File: src/rtl/bus_pkg.sv
// Shared frame layout, CRC polynomial and receiver state encoding for the serial bus nodes.
package bus_pkg;

   localparam int ADDR_W    = 4;
   localparam int DATA_W    = 64;
   localparam int CRC_W     = 4;
   localparam int FRAME_LEN = 74;
   localparam int CNT_W     = 7;

   localparam logic [CRC_W-1:0]  CRC_POLY   = 4'b0011;
   localparam logic [ADDR_W-1:0] BCAST_ADDR = 4'hF;

   typedef enum logic [2:0] {
      ST_IDLE,
      ST_ADDR,
      ST_DATA,
      ST_CRC,
      ST_STOP
   } rx_state_t;

endpackage

File: src/rtl/crc4_serial.sv
// Bit-serial CRC-4 (x^4+x+1), MSB-first, zero init; shared by bus transmitter and receiver.
module crc4_serial
   import bus_pkg::*;
(
   input  logic             clock,
   input  logic             reset_n,
   input  logic             enable,
   input  logic             clear,
   input  logic             bit_in,
   output logic [CRC_W-1:0] crc_out
);

   logic [CRC_W-1:0] crc_reg;
   logic [CRC_W-1:0] crc_next;
   logic             feedback;

   assign feedback = crc_reg[CRC_W-1] ^ bit_in;

   generate
      for (genvar gi = 0; gi < CRC_W; gi++) begin : g_crc_bit
         if (gi == 0) begin : g_lsb
            assign crc_next[gi] = feedback & CRC_POLY[gi];
         end else begin : g_upper
            assign crc_next[gi] = crc_reg[gi-1] ^ (feedback & CRC_POLY[gi]);
         end
      end
   endgenerate

   always_ff @(posedge clock or negedge reset_n) begin
      if (!reset_n) begin
         crc_reg <= '0;
      end else if (clear) begin
         crc_reg <= '0;
      end else if (enable) begin
         crc_reg <= crc_next;
      end
   end

   assign crc_out = crc_reg;

endmodule

File: src/rtl/bus_rx_node.sv
// Serial bus frame receiver: start, ADDR, DATA, CRC-4, stop. Emits one result pulse per
// addressed or malformed frame, one cycle after the stop bit has been sampled.
module bus_rx_node #(
   parameter logic [3:0] MY_ADDR    = 4'd1,
   parameter logic [3:0] BCAST_ADDR = bus_pkg::BCAST_ADDR
) (
   input  logic        clock,
   input  logic        reset_n,
   input  logic        bus_in,
   output logic [63:0] rx_data,
   output logic [3:0]  rx_addr,
   output logic        rx_valid,
   output logic        crc_err,
   output logic        frame_err,
   output logic        busy
);

   import bus_pkg::*;

   localparam logic [CNT_W-1:0] ADDR_LAST = CNT_W'(ADDR_W - 1);
   localparam logic [CNT_W-1:0] DATA_LAST = CNT_W'(DATA_W - 1);
   localparam logic [CNT_W-1:0] CRC_LAST  = CNT_W'(CRC_W - 1);

   rx_state_t         state_reg;
   logic [CNT_W-1:0]  bit_cnt_reg;
   logic [ADDR_W-1:0] addr_sr_reg;
   logic [DATA_W-1:0] data_sr_reg;
   logic [CRC_W-1:0]  crc_rx_reg;
   logic [CRC_W-1:0]  crc_calc;

   // Verdict of the frame just finished, consumed one cycle later so a new frame may already start.
   logic              eval_pending_reg;
   logic              stop_bad_reg;
   logic              match_reg;
   logic              crc_ok_reg;

   logic [DATA_W-1:0] rx_data_reg;
   logic [ADDR_W-1:0] rx_addr_reg;
   logic              rx_valid_reg;
   logic              crc_err_reg;
   logic              frame_err_reg;
   logic              busy_reg;

   logic              crc_enable;
   logic              crc_clear;

   assign crc_enable = (state_reg == ST_ADDR) || (state_reg == ST_DATA);
   assign crc_clear  = (state_reg == ST_IDLE) && bus_in;

   crc4_serial u_crc (
      .clock   (clock),
      .reset_n (reset_n),
      .enable  (crc_enable),
      .clear   (crc_clear),
      .bit_in  (bus_in),
      .crc_out (crc_calc)
   );

   always_ff @(posedge clock or negedge reset_n) begin
      if (!reset_n) begin
         state_reg        <= ST_IDLE;
         bit_cnt_reg      <= '0;
         addr_sr_reg      <= '0;
         data_sr_reg      <= '0;
         crc_rx_reg       <= '0;
         eval_pending_reg <= 1'b0;
         stop_bad_reg     <= 1'b0;
         match_reg        <= 1'b0;
         crc_ok_reg       <= 1'b0;
         rx_data_reg      <= '0;
         rx_addr_reg      <= '0;
         rx_valid_reg     <= 1'b0;
         crc_err_reg      <= 1'b0;
         frame_err_reg    <= 1'b0;
         busy_reg         <= 1'b0;
      end else begin
         rx_valid_reg     <= 1'b0;
         crc_err_reg      <= 1'b0;
         frame_err_reg    <= 1'b0;
         eval_pending_reg <= 1'b0;

         if (eval_pending_reg) begin
            if (stop_bad_reg) begin
               frame_err_reg <= 1'b1;
            end else if (match_reg) begin
               if (crc_ok_reg) begin
                  rx_valid_reg <= 1'b1;
                  rx_data_reg  <= data_sr_reg;
                  rx_addr_reg  <= addr_sr_reg;
               end else begin
                  crc_err_reg <= 1'b1;
               end
            end
         end

         case (state_reg)
            ST_IDLE: begin
               bit_cnt_reg <= '0;
               if (bus_in) begin
                  state_reg <= ST_ADDR;
                  busy_reg  <= 1'b1;
               end
            end
            ST_ADDR: begin
               addr_sr_reg <= {addr_sr_reg[ADDR_W-2:0], bus_in};
               if (bit_cnt_reg == ADDR_LAST) begin
                  state_reg   <= ST_DATA;
                  bit_cnt_reg <= '0;
               end else begin
                  bit_cnt_reg <= bit_cnt_reg + 1'b1;
               end
            end
            ST_DATA: begin
               data_sr_reg <= {data_sr_reg[DATA_W-2:0], bus_in};
               if (bit_cnt_reg == DATA_LAST) begin
                  state_reg   <= ST_CRC;
                  bit_cnt_reg <= '0;
               end else begin
                  bit_cnt_reg <= bit_cnt_reg + 1'b1;
               end
            end
            ST_CRC: begin
               crc_rx_reg <= {crc_rx_reg[CRC_W-2:0], bus_in};
               if (bit_cnt_reg == CRC_LAST) begin
                  state_reg   <= ST_STOP;
                  bit_cnt_reg <= '0;
               end else begin
                  bit_cnt_reg <= bit_cnt_reg + 1'b1;
               end
            end
            ST_STOP: begin
               // A high level here is a broken stop bit, never the start of the next frame.
               state_reg        <= ST_IDLE;
               busy_reg         <= 1'b0;
               bit_cnt_reg      <= '0;
               eval_pending_reg <= 1'b1;
               stop_bad_reg     <= bus_in;
               match_reg        <= (addr_sr_reg == MY_ADDR) || (addr_sr_reg == BCAST_ADDR);
               crc_ok_reg       <= (crc_rx_reg == crc_calc);
            end
            default: begin
               state_reg   <= ST_IDLE;
               busy_reg    <= 1'b0;
               bit_cnt_reg <= '0;
            end
         endcase
      end
   end

   assign rx_data   = rx_data_reg;
   assign rx_addr   = rx_addr_reg;
   assign rx_valid  = rx_valid_reg;
   assign crc_err   = crc_err_reg;
   assign frame_err = frame_err_reg;
   assign busy      = busy_reg;

endmodule

File: config.mk
export PLATFORM = sky130hd
export DESIGN_NAME = bus_rx_node
export DESIGN_NICKNAME = d
export VERILOG_FILES = /design/src/rtl/bus_pkg.sv /design/src/rtl/crc4_serial.sv /design/src/rtl/bus_rx_node.sv
export SDC_FILE = /design/constraint.sdc
export NUM_CORES = 1
export LEC_CHECK = 0
export BUFFER_PORTS_ARGS = -buffer_cell sky130_fd_sc_hd__buf_2
export CAP_MARGIN = 40
export CORE_MARGIN = 2
export CORE_UTILIZATION = 34
export DETAILED_ROUTE_END_ITERATION = 7
export SYNTH_ARGS = -nofsm -noshare
export SYNTH_HDL_FRONTEND = slang
export SYNTH_HIERARCHICAL = 1
export SYNTH_SLANG_ARGS = --single-unit
File: constraint.sdc
create_clock -name clock -period 3.9 [get_ports clock]
set_clock_uncertainty 0.15 [all_clocks]
set_input_delay 0 -clock clock [delete_from_list [all_inputs] [get_ports clock]]
set_output_delay 0 -clock clock [all_outputs]
set_load 0.005 [all_outputs]
==> summary.log, run 1 <==
INFO  run_status     run_status=finished, final reports clean
INFO  global_routing grt_start_max_net_pins=96
INFO  sta            hold_viol=0
INFO  critical_path  timing.critical_path.arrival=2270ps
INFO  clock_network  ctsResizeCount=0
INFO  clock_network  clkSinkCount=162
INFO  place          routabilityCongestion=0.772
INFO  floorplanning  die-height=140um
INFO  global_routing number_of_antenna_violations_at_the_first_check_in_global_routing=0
INFO  critical_path  start_kind=flop
INFO  critical_path  timing_worst_setup_path_type=flop to flop
INFO  sta            finalSetupTns=0ps
INFO  floorplanning  effective_utilization_at_floorplan=0.349
INFO  synthesis      synth.net_count=399
INFO  sta            final_max_slew_violation_count=0
INFO  sta            final_min_period_over_clock_period=0.547
INFO  pwr            static_leak=3.80nW
INFO  clock_network  ctsRootBufferMaster=clkbuf_16
INFO  finish         finish.net_count=481
INFO  sta            setup_viol=0
INFO  global_routing grt_overflow=0
INFO  routing        final_antenna_net_count=0
INFO  pwr            p_comb_frac=0.038
INFO  pwr            seqPwrFrac=0.520
INFO  critical_path  cp_max_fo=37
INFO  routing        drc_errors_left=0
INFO  synthesis      ys.flop_type=dfrtp_1
INFO  global_routing wire_length_of_the_first_global_routing_pass=18,300um
INFO  floorplanning  dieArea=19,600um2
INFO  job            cap_violations=0
INFO  synthesis      post_synth.cell_area_avg=15.9um2
INFO  synthesis      synth.yosys.warnings=6
INFO  floorplanning  die_w=140um
INFO  pwr            power_switching_share=0.218
INFO  synthesis      yosysMostFrequentCell=dfrtp_1
INFO  sta            max_clock_freq=468MHz
INFO  sta            timing.slew.headroom=0.438
INFO  synthesis      synth_cell_type_count=43
INFO  synthesis      synth_seq_area_share=0.645
INFO  pwr            vdd.ir_drop.worst=0.000279V
INFO  synthesis      ys_top_cells_by_count=dfrtp_1 (162), mux2_2 (141), buf_2 (11)
INFO  sta            worst-slew-pin-transition=844ps
INFO  floorplanning  core_region_area=18,000um2
INFO  finish         n_antenna_cell=0
INFO  pwr            power.clock.fraction=0.442
INFO  synthesis      synth.cell_area=6280um2
INFO  hold_path      hp-class=input pin to async pin
INFO  routing        finalWirelength=10,600um
INFO  synthesis      fraction_of_registers_with_async_set_or_reset_after_synthesis=1.00
INFO  synthesis      ys_top_cells_by_area=dfrtp_1 (65%), mux2_2 (25%), xnor2_1 (0.98%), buf_6 (0.90%), buf_2 (0.88%)
INFO  synthesis      netlist.top_cell.by_area=dfrtp_1
INFO  clock_network  htree_levels=4
INFO  place          place.port_buffers=74
INFO  synthesis      yosys.area.top_type_share=0.645
INFO  pwr            p_int=2.67mW
INFO  clock_network  cts_buffer_depth=2
INFO  sta            hold-worst-slack=83.4ps
INFO  clock_network  cts.reportedPaths.clkPinSlew=60ps
INFO  sta            grt_setup_unrepaired=false
INFO  clock_network  ctsHoldBuffers=2
INFO  clock_network  tritoncts_clock_tree=done
INFO  synthesis      postSynthCellCount=395
INFO  finish         areaGrowthSynthToFinish=18.2%
INFO  clock_network  number_of_clock_buffers_inserted_by_tritoncts=17
INFO  place          detailed_place_hpwl=6830um
INFO  clock_network  cts_post_setup_buffers_inserted=0
INFO  critical_path  capturing_element_type_of_the_critical_path=flop
INFO  routing        post_drt_via_cell_ratio=4.72
INFO  clock_network  clock_latency=410ps
INFO  global_routing groute.usage.overall=0.116
INFO  pwr            total_switching_power=0.742mW
INFO  synthesis      ys_seq_elements=162
INFO  critical_path  timing.critical_path.required=4030ps
INFO  routing        routed-via-count=3,384
INFO  routing        initialDrtViolationCount=134
INFO  global_routing via_count_of_the_first_global_routing_pass=3,609
INFO  finish         final_layout_size_suffix_gt1_frac=0.529
INFO  routing        post_drt_wl_per_cell=14.8um
INFO  pwr            power_density=459nW/um2
INFO  floorplanning  io_pins=75
INFO  synthesis      synth_edf_count=0
INFO  sta            fin_crit=2140ps
INFO  floorplanning  rows=49
INFO  routing        detailedRoute.firstPassIterationCount=4
logic make-up (layout without fill, tap and decap cells):
family,after synthesis,in the layout,share of synthesized area
buf+inv,24,117,0.0237
simple gates,36,36,0.0386
compound gates,19,19,0.0201
mux,144,144,0.258
flops,162,162,0.645
fa+ha+maj,1,1,0.00199
xor+xnor,9,9,0.0125
stage by stage:
stage / utilization / instances / area (um2) / setup slack (ps) / total power [mW]
after floorplan: - / 395 / 6280 / 2080 / 1.87
after global placement: 0.381 / 684 / 6860 / 1780 / 1.93
after detailed placement: 0.381 / 685 / 6860 / 1710 / 1.94
after CTS: 0.412 / 717 / 7420 / 1710 / 3.47
after global routing: 0.412 / 717 / 7420 / 1610 / 3.56
final: 0.412 / 717 / 7420 / 1760 / 3.41
final timing paths:
check / startpoint / end / slack, ps / cells after the start
worst max register to register: stop_bad_reg / rx_data[9] / 1760 / 3
worst min-delay path: reset_n / rx_data[41] / 80 / 2
worst max-delay path: stop_bad_reg / rx_data[9] / 1760 / 3
worst min register to register: bit_cnt_reg[0] / bit_cnt_reg[0] / 310 / 1
min in group clock: bit_cnt_reg[0] / bit_cnt_reg[0] / 310 / 1
max in group asynchronous: reset_n / data_sr_reg[0] / 2500 / 3
power by group through the flow:
stage / clock (mW) / combinational, mW / sequential (mW)
final: 1.51 / 0.130 / 1.77
after global routing: 1.63 / 0.150 / 1.78
after CTS: 1.56 / 0.135 / 1.77
after detailed placement: 0 / 0.134 / 1.80
after global placement: 0 / 0.125 / 1.80
after floorplan: 0 / 0.0823 / 1.79
worst max-delay path: stages (launching register included):
cell and delay, ps:
dfrtp_1 400, nand4b_4 610, buf_4 510, mux2_2 320
area by class of cell:
cell class / count / area, um2
multi-input cells: 209 / 2090
flip-flops and latches: 162 / 4050
inverters: 5 / 18.8
clock inverters: 8 / 55.1
fillers: 1680 / 10600
clock buffers: 22 / 484
repair buffers: 82 / 439
well taps: 229 / 287
cell usage in the layout (no fill, tap or decap), types with 5 or more instances in the layout:
cell type and instances:
nand2_1 6, mux2_2 141, buf_2 74, dfrtp_1 162, buf_4 5, clkbuf_16 17
xnor2_1 7, nor2_1 7, a21oi_1 6
per-layer routing:
metal  routed length, um  vias up  part of all wire  global-route usage
li1                    -     1571                 -                   -
met1                4980     1747              0.47               0.152
met2                5110       59              0.48               0.182
met3                 391        7             0.037              0.0369
met4                 100        0            0.0094              0.0426
met5                   0        -                 0                   0
Note: power is estimated with default switching activity, not from simulation.
==> run 2: changes to the inputs <==
--- a/config.mk
+++ b/config.mk
@@ -5,6 +5,7 @@
 export SDC_FILE = /design/constraint.sdc
 export NUM_CORES = 1
 export LEC_CHECK = 0
+export ABC_AREA = 1
 export BUFFER_PORTS_ARGS = -buffer_cell sky130_fd_sc_hd__buf_2
 export CAP_MARGIN = 40
 export CORE_MARGIN = 2
==> constraint.sdc (replaced) <==
create_clock -name clock -period 2 [get_ports clock]
set_clock_uncertainty 0.15 [all_clocks]
set_input_delay 0 -clock clock [delete_from_list [all_inputs] [get_ports clock]]
set_output_delay 0 -clock clock [all_outputs]
set_load 0.005 [all_outputs]
==> summary.log, run 2 <==
INFO  pwr            static_leak=3.67nW [was 3.80 nW]
INFO  synthesis      ys_top_cells_by_area=dfrtp_1 (64%), nand2_1 (10%), o21ai_0 (6.6%), inv_1 (5.1%), o21ai_1 (4.6%) [was dfrtp_1 (65%), mux2_2 (25%), xnor2_1 (0.98%), buf_6 (0.90%), buf_2 (0.88%)]
INFO  place          place.port_buffers=74 [unchanged]
INFO  clock_network  htree_levels=4 [unchanged]
INFO  clock_network  cts_buffer_depth=2 [unchanged]
INFO  routing        routed-via-count=4,252 [was 3,384]
INFO  routing        finalWirelength=11,600um [was 10,600 um]
INFO  floorplanning  die-height=140um [about the same]
INFO  sta            finalSetupTns=0ps [unchanged]
INFO  critical_path  crit_chain=inv_1 > nand3_2 > nand2_1 > inv_2 > nor2_4 > nand3_1 > o21ai_2 [was nand4b_4 > buf_4 > mux2_2]
INFO  global_routing wire_length_of_the_first_global_routing_pass=20,200um [was 18,300 um]
INFO  synthesis      synth.net_count=653 [was 399]
INFO  routing        detailedRoute.firstPassIterationCount=5 [was 4]
INFO  synthesis      synth_cell_type_count=23 [was 43]
INFO  synthesis      yosys.area.top_type_share=0.641 [was 0.645]
INFO  synthesis      ys_top_cells_by_count=nand2_1 (171), dfrtp_1 (162), inv_1 (86) [was dfrtp_1 (162), mux2_2 (141), buf_2 (11)]
INFO  global_routing groute.usage.overall=0.128 [was 0.116]
INFO  floorplanning  core_region_area=18,100um2 [was 18,000 um2]
INFO  finish         final_common_cell=nand2_1 [was dfrtp_1]
INFO  critical_path  cp_max_fo=9 [was 37]
INFO  synthesis      yosysMostFrequentCell=nand2_1 [was dfrtp_1]
INFO  sta            hold_viol=0 [unchanged]
INFO  routing        post_drt_wl_per_cell=12.0um [was 14.8 um]
INFO  critical_path  crit_slowest_cell=dfrtp_1 [was nand4b_4]
INFO  routing        met2_length=5290um [was 5110 um]
INFO  clock_network  clkSinkCount=162 [unchanged]
INFO  synthesis      netlist.top_cell.by_area=dfrtp_1 [unchanged]
INFO  sta            setup_viol=0 [unchanged]
INFO  finish         n_fill_cell=1,765 [was 1,680]
INFO  global_routing grt_start_max_net_pins=65 [was 96]
INFO  synthesis      fraction_of_registers_with_async_set_or_reset_after_synthesis=1.00 [unchanged]
INFO  synthesis      post_synth.cell_area_avg=9.74um2 [was 15.9 um2]
INFO  routing        drc_errors_left=0 [unchanged]
INFO  critical_path  critical_path.max_stage_delay=440ps [was 610 ps]
INFO  critical_path  r2r_slack=420ps [was 1760 ps]
INFO  hold_path      hp-class=flop to flop [was input pin to async pin]
INFO  routing        post_drt_via_cell_ratio=4.39 [was 4.72]
INFO  global_routing grt_overflow=0 [unchanged]
INFO  synthesis      synth.yosys.warnings=6 [unchanged]
INFO  pwr            power_density=1170nW/um2 [was 459 nW/um2]
INFO  synthesis      synth_seq_area_share=0.641 [was 0.645]
INFO  floorplanning  dieArea=19,700um2 [was 19,600 um2]
INFO  critical_path  timing.critical_path.required=2200ps [was 4030 ps]
INFO  synthesis      synth_edf_count=0 [unchanged]
INFO  synthesis      ys_seq_elements=162 [unchanged]
INFO  pwr            p_int=6.17mW [was 2.67 mW]
INFO  critical_path  r2r_end=u_crc/crc_out[0] [was rx_data[9]]
INFO  clock_network  number_of_clock_buffers_inserted_by_tritoncts=17 [unchanged]
INFO  routing        top_layer_used=met4 [unchanged]
INFO  hold_path      min_from=bit_cnt_reg[0]
INFO  place          postPlaceCellArea=6950um2 [was 6860 um2]
INFO  pwr            total_switching_power=2.72mW [was 0.742 mW]
INFO  critical_path  timing.critical_path.arrival=1780ps [was 2270 ps]
INFO  clock_network  cts.reportedPaths.clkPinSlew=60ps [about the same]
INFO  synthesis      synth.cell_area=6320um2 [was 6280 um2]
INFO  finish         areaGrowthSynthToFinish=20.0% [was 18.2%]
INFO  run_status     run_status=finished, final reports clean [unchanged]
INFO  job            cap_violations=0 [unchanged]
INFO  pwr            p_comb_frac=0.187 [was 0.038]
INFO  floorplanning  io_pins=75 [unchanged]
INFO  sta            fin_crit=1580ps [was 2140 ps]
INFO  place          detailed_place_hpwl=7720um [was 6830 um]
INFO  sta            timing.final.ws_setup=423ps [was 1760 ps]
INFO  routing        route.met3.wl=475um [was 391 um]
INFO  pwr            power.clock.fraction=0.376 [was 0.442]
INFO  clock_network  clock_latency=420ps [was 410 ps]
INFO  clock_network  ctsResizeCount=0 [unchanged]
INFO  floorplanning  rows=49 [unchanged]
INFO  finish         mostFrequentLayoutCells=nand2_1 (171), dfrtp_1 (162), inv_1 (86) [was dfrtp_1 (162), mux2_2 (141), buf_2 (74)]
INFO  clock_network  cts_post_setup_buffers_inserted=0 [unchanged]
INFO  global_routing number_of_antenna_violations_at_the_first_check_in_global_routing=0 [unchanged]
INFO  finish         finish.net_count=732 [was 481]
INFO  synthesis      postSynthCellCount=649 [was 395]
INFO  place          routabilityCongestion=0.797 [was 0.772]
INFO  pwr            seqPwrFrac=0.437 [was 0.520]
INFO  clock_network  ctsHoldBuffers=3 [was 2]
INFO  routing        initialDrtViolationCount=267 [was 134]
INFO  clock_network  tritoncts_clock_tree=done [unchanged]
INFO  floorplanning  effective_utilization_at_floorplan=0.350 [was 0.349]
INFO  finish         final_layout_size_suffix_gt1_frac=0.178 [was 0.529]
INFO  hold_path      worstHoldPathCells=1
INFO  pwr            power_switching_share=0.306 [was 0.218]
INFO  sta            timing.slew.headroom=0.627 [was 0.438]
INFO  critical_path  worst-r2r-cell-count=7 [was 3]
INFO  synthesis      ys.flop_type=dfrtp_1 [unchanged]
INFO  place          post-place-ws=429ps [was 1710 ps]
INFO  sta            final_min_period_over_clock_period=0.788 [was 0.547]
INFO  sta            worst-slew-pin-transition=560ps [was 844 ps]
INFO  critical_path  start_kind=flop [unchanged]
INFO  critical_path  timing_worst_setup_path_type=flop to flop [unchanged]
INFO  finish         n_antenna_cell=0 [unchanged]
INFO  finish         finish.utilization=0.420 [was 0.412]
INFO  hold_path      worstHoldEndpoint=bit_cnt_reg[0]
INFO  critical_path  capturing_element_type_of_the_critical_path=flop [unchanged]
INFO  sta            max_clock_freq=634MHz [was 468 MHz]
INFO  routing        final_antenna_net_count=0 [unchanged]
INFO  sta            hold-worst-slack=309ps [was 83.4 ps]
INFO  sta            final_max_slew_violation_count=0 [unchanged]
INFO  floorplanning  die_w=140um [about the same]
INFO  finish         multi_input_comb_area=1720um2 [was 2090 um2]
INFO  sta            grt_setup_unrepaired=false [unchanged]
INFO  routing        routedLengthMet1=5640um [was 4980 um]
INFO  finish         stdcell_area=7590um2 [was 7420 um2]
INFO  clock_network  ctsRootBufferMaster=clkbuf_16 [unchanged]
INFO  pwr            vdd.ir_drop.worst=0.000723V [was 0.000279 V]
INFO  finish         register_area=4050um2 [unchanged]
INFO  global_routing via_count_of_the_first_global_routing_pass=4,132 [was 3,609]
INFO  critical_path  beginning_of_the_worst_register_to_register_path=state_reg[1] [was stop_bad_reg]
==> run 2: cell count changes in the layout (fill, tap and decap cells not counted), sizes merged, moves of 5 or more <==
cell and delta:
inv +88, nand3 +11, buf +5, mux2 -142, o21ai +137, nor2 +12, a21oi -5, nand2 +169
==> run 2: power by group through the flow <==
| stage | registers [mW] | clock network [mW] | logic (mW) |
|---|---|---|---|
| after floorplan | 3.89 | 0 | 1.42 |
| after detailed placement | 3.95 | 0 | 1.68 |
| after CTS | 3.89 | 3.45 | 1.69 |
| after global routing | 3.93 | 3.57 | 1.93 |
| final | 3.89 | 3.35 | 1.66 |
| after global placement | 3.94 | 0 | 1.65 |
==> run 2: kinds of logic (layout without fill, tap and decap cells) <==
kind of cell	count (synthesis)	after routing	share of synthesized area
AOI/OAI and AO/OA	143	143	0.114
adders and majority gates	1	1	0.00198
buffers and inverters	119	210	0.0879
DFF	162	162	0.641
and+or+nand+nor	215	215	0.143
xor gates and xnor gates	9	9	0.0125
==> run 2: how the worst max path moves through the flow <==
stage | depth (start not counted) | end | startpoint
floorplan | 8 | u_crc/crc_out[0] | state_reg[2]
global placement | 7 | u_crc/crc_out[0] | state_reg[0]
detailed placement | 7 | u_crc/crc_out[0] | state_reg[0]
CTS | 7 | u_crc/crc_out[0] | state_reg[0]
global route | 8 | bit_cnt_reg[5] | bit_cnt_reg[0]
finish | 7 | u_crc/crc_out[0] | state_reg[1]
==> run 2: metal layers <==
metal / vias up / global-route usage
li1: 2202 / -
met1: 1967 / 0.170
met2: 70 / 0.197
met3: 13 / 0.0414
met4: 0 / 0.0494
met5: - / 0
==> run 2: through the flow <==
step / instances / total power, mW
6_report: 969 / 8.89
5_1_grt: 969 / 9.43
4_1_cts: 969 / 9.03
3_5_place_dp: 935 / 5.63
3_3_place_gp: 935 / 5.59
2_1_floorplan: 649 / 5.31
==> run 2: area by class of cell <==
cell class / count / area share
clock buffer: 20 / 0.0602
clock inverter: 11 / 0.0199
inverter: 91 / 0.0450
multi-input combinational: 368 / 0.227
sequential: 162 / 0.534
tap: 229 / 0.0377
timing repair buffer: 88 / 0.0760
==> run 2: critical path: cells and delay by family, from the launching register on <==
kind	cells	cell delay [ps]
compound gates	1	60
flops	1	440
simple gates	4	570
buf+inv	2	270
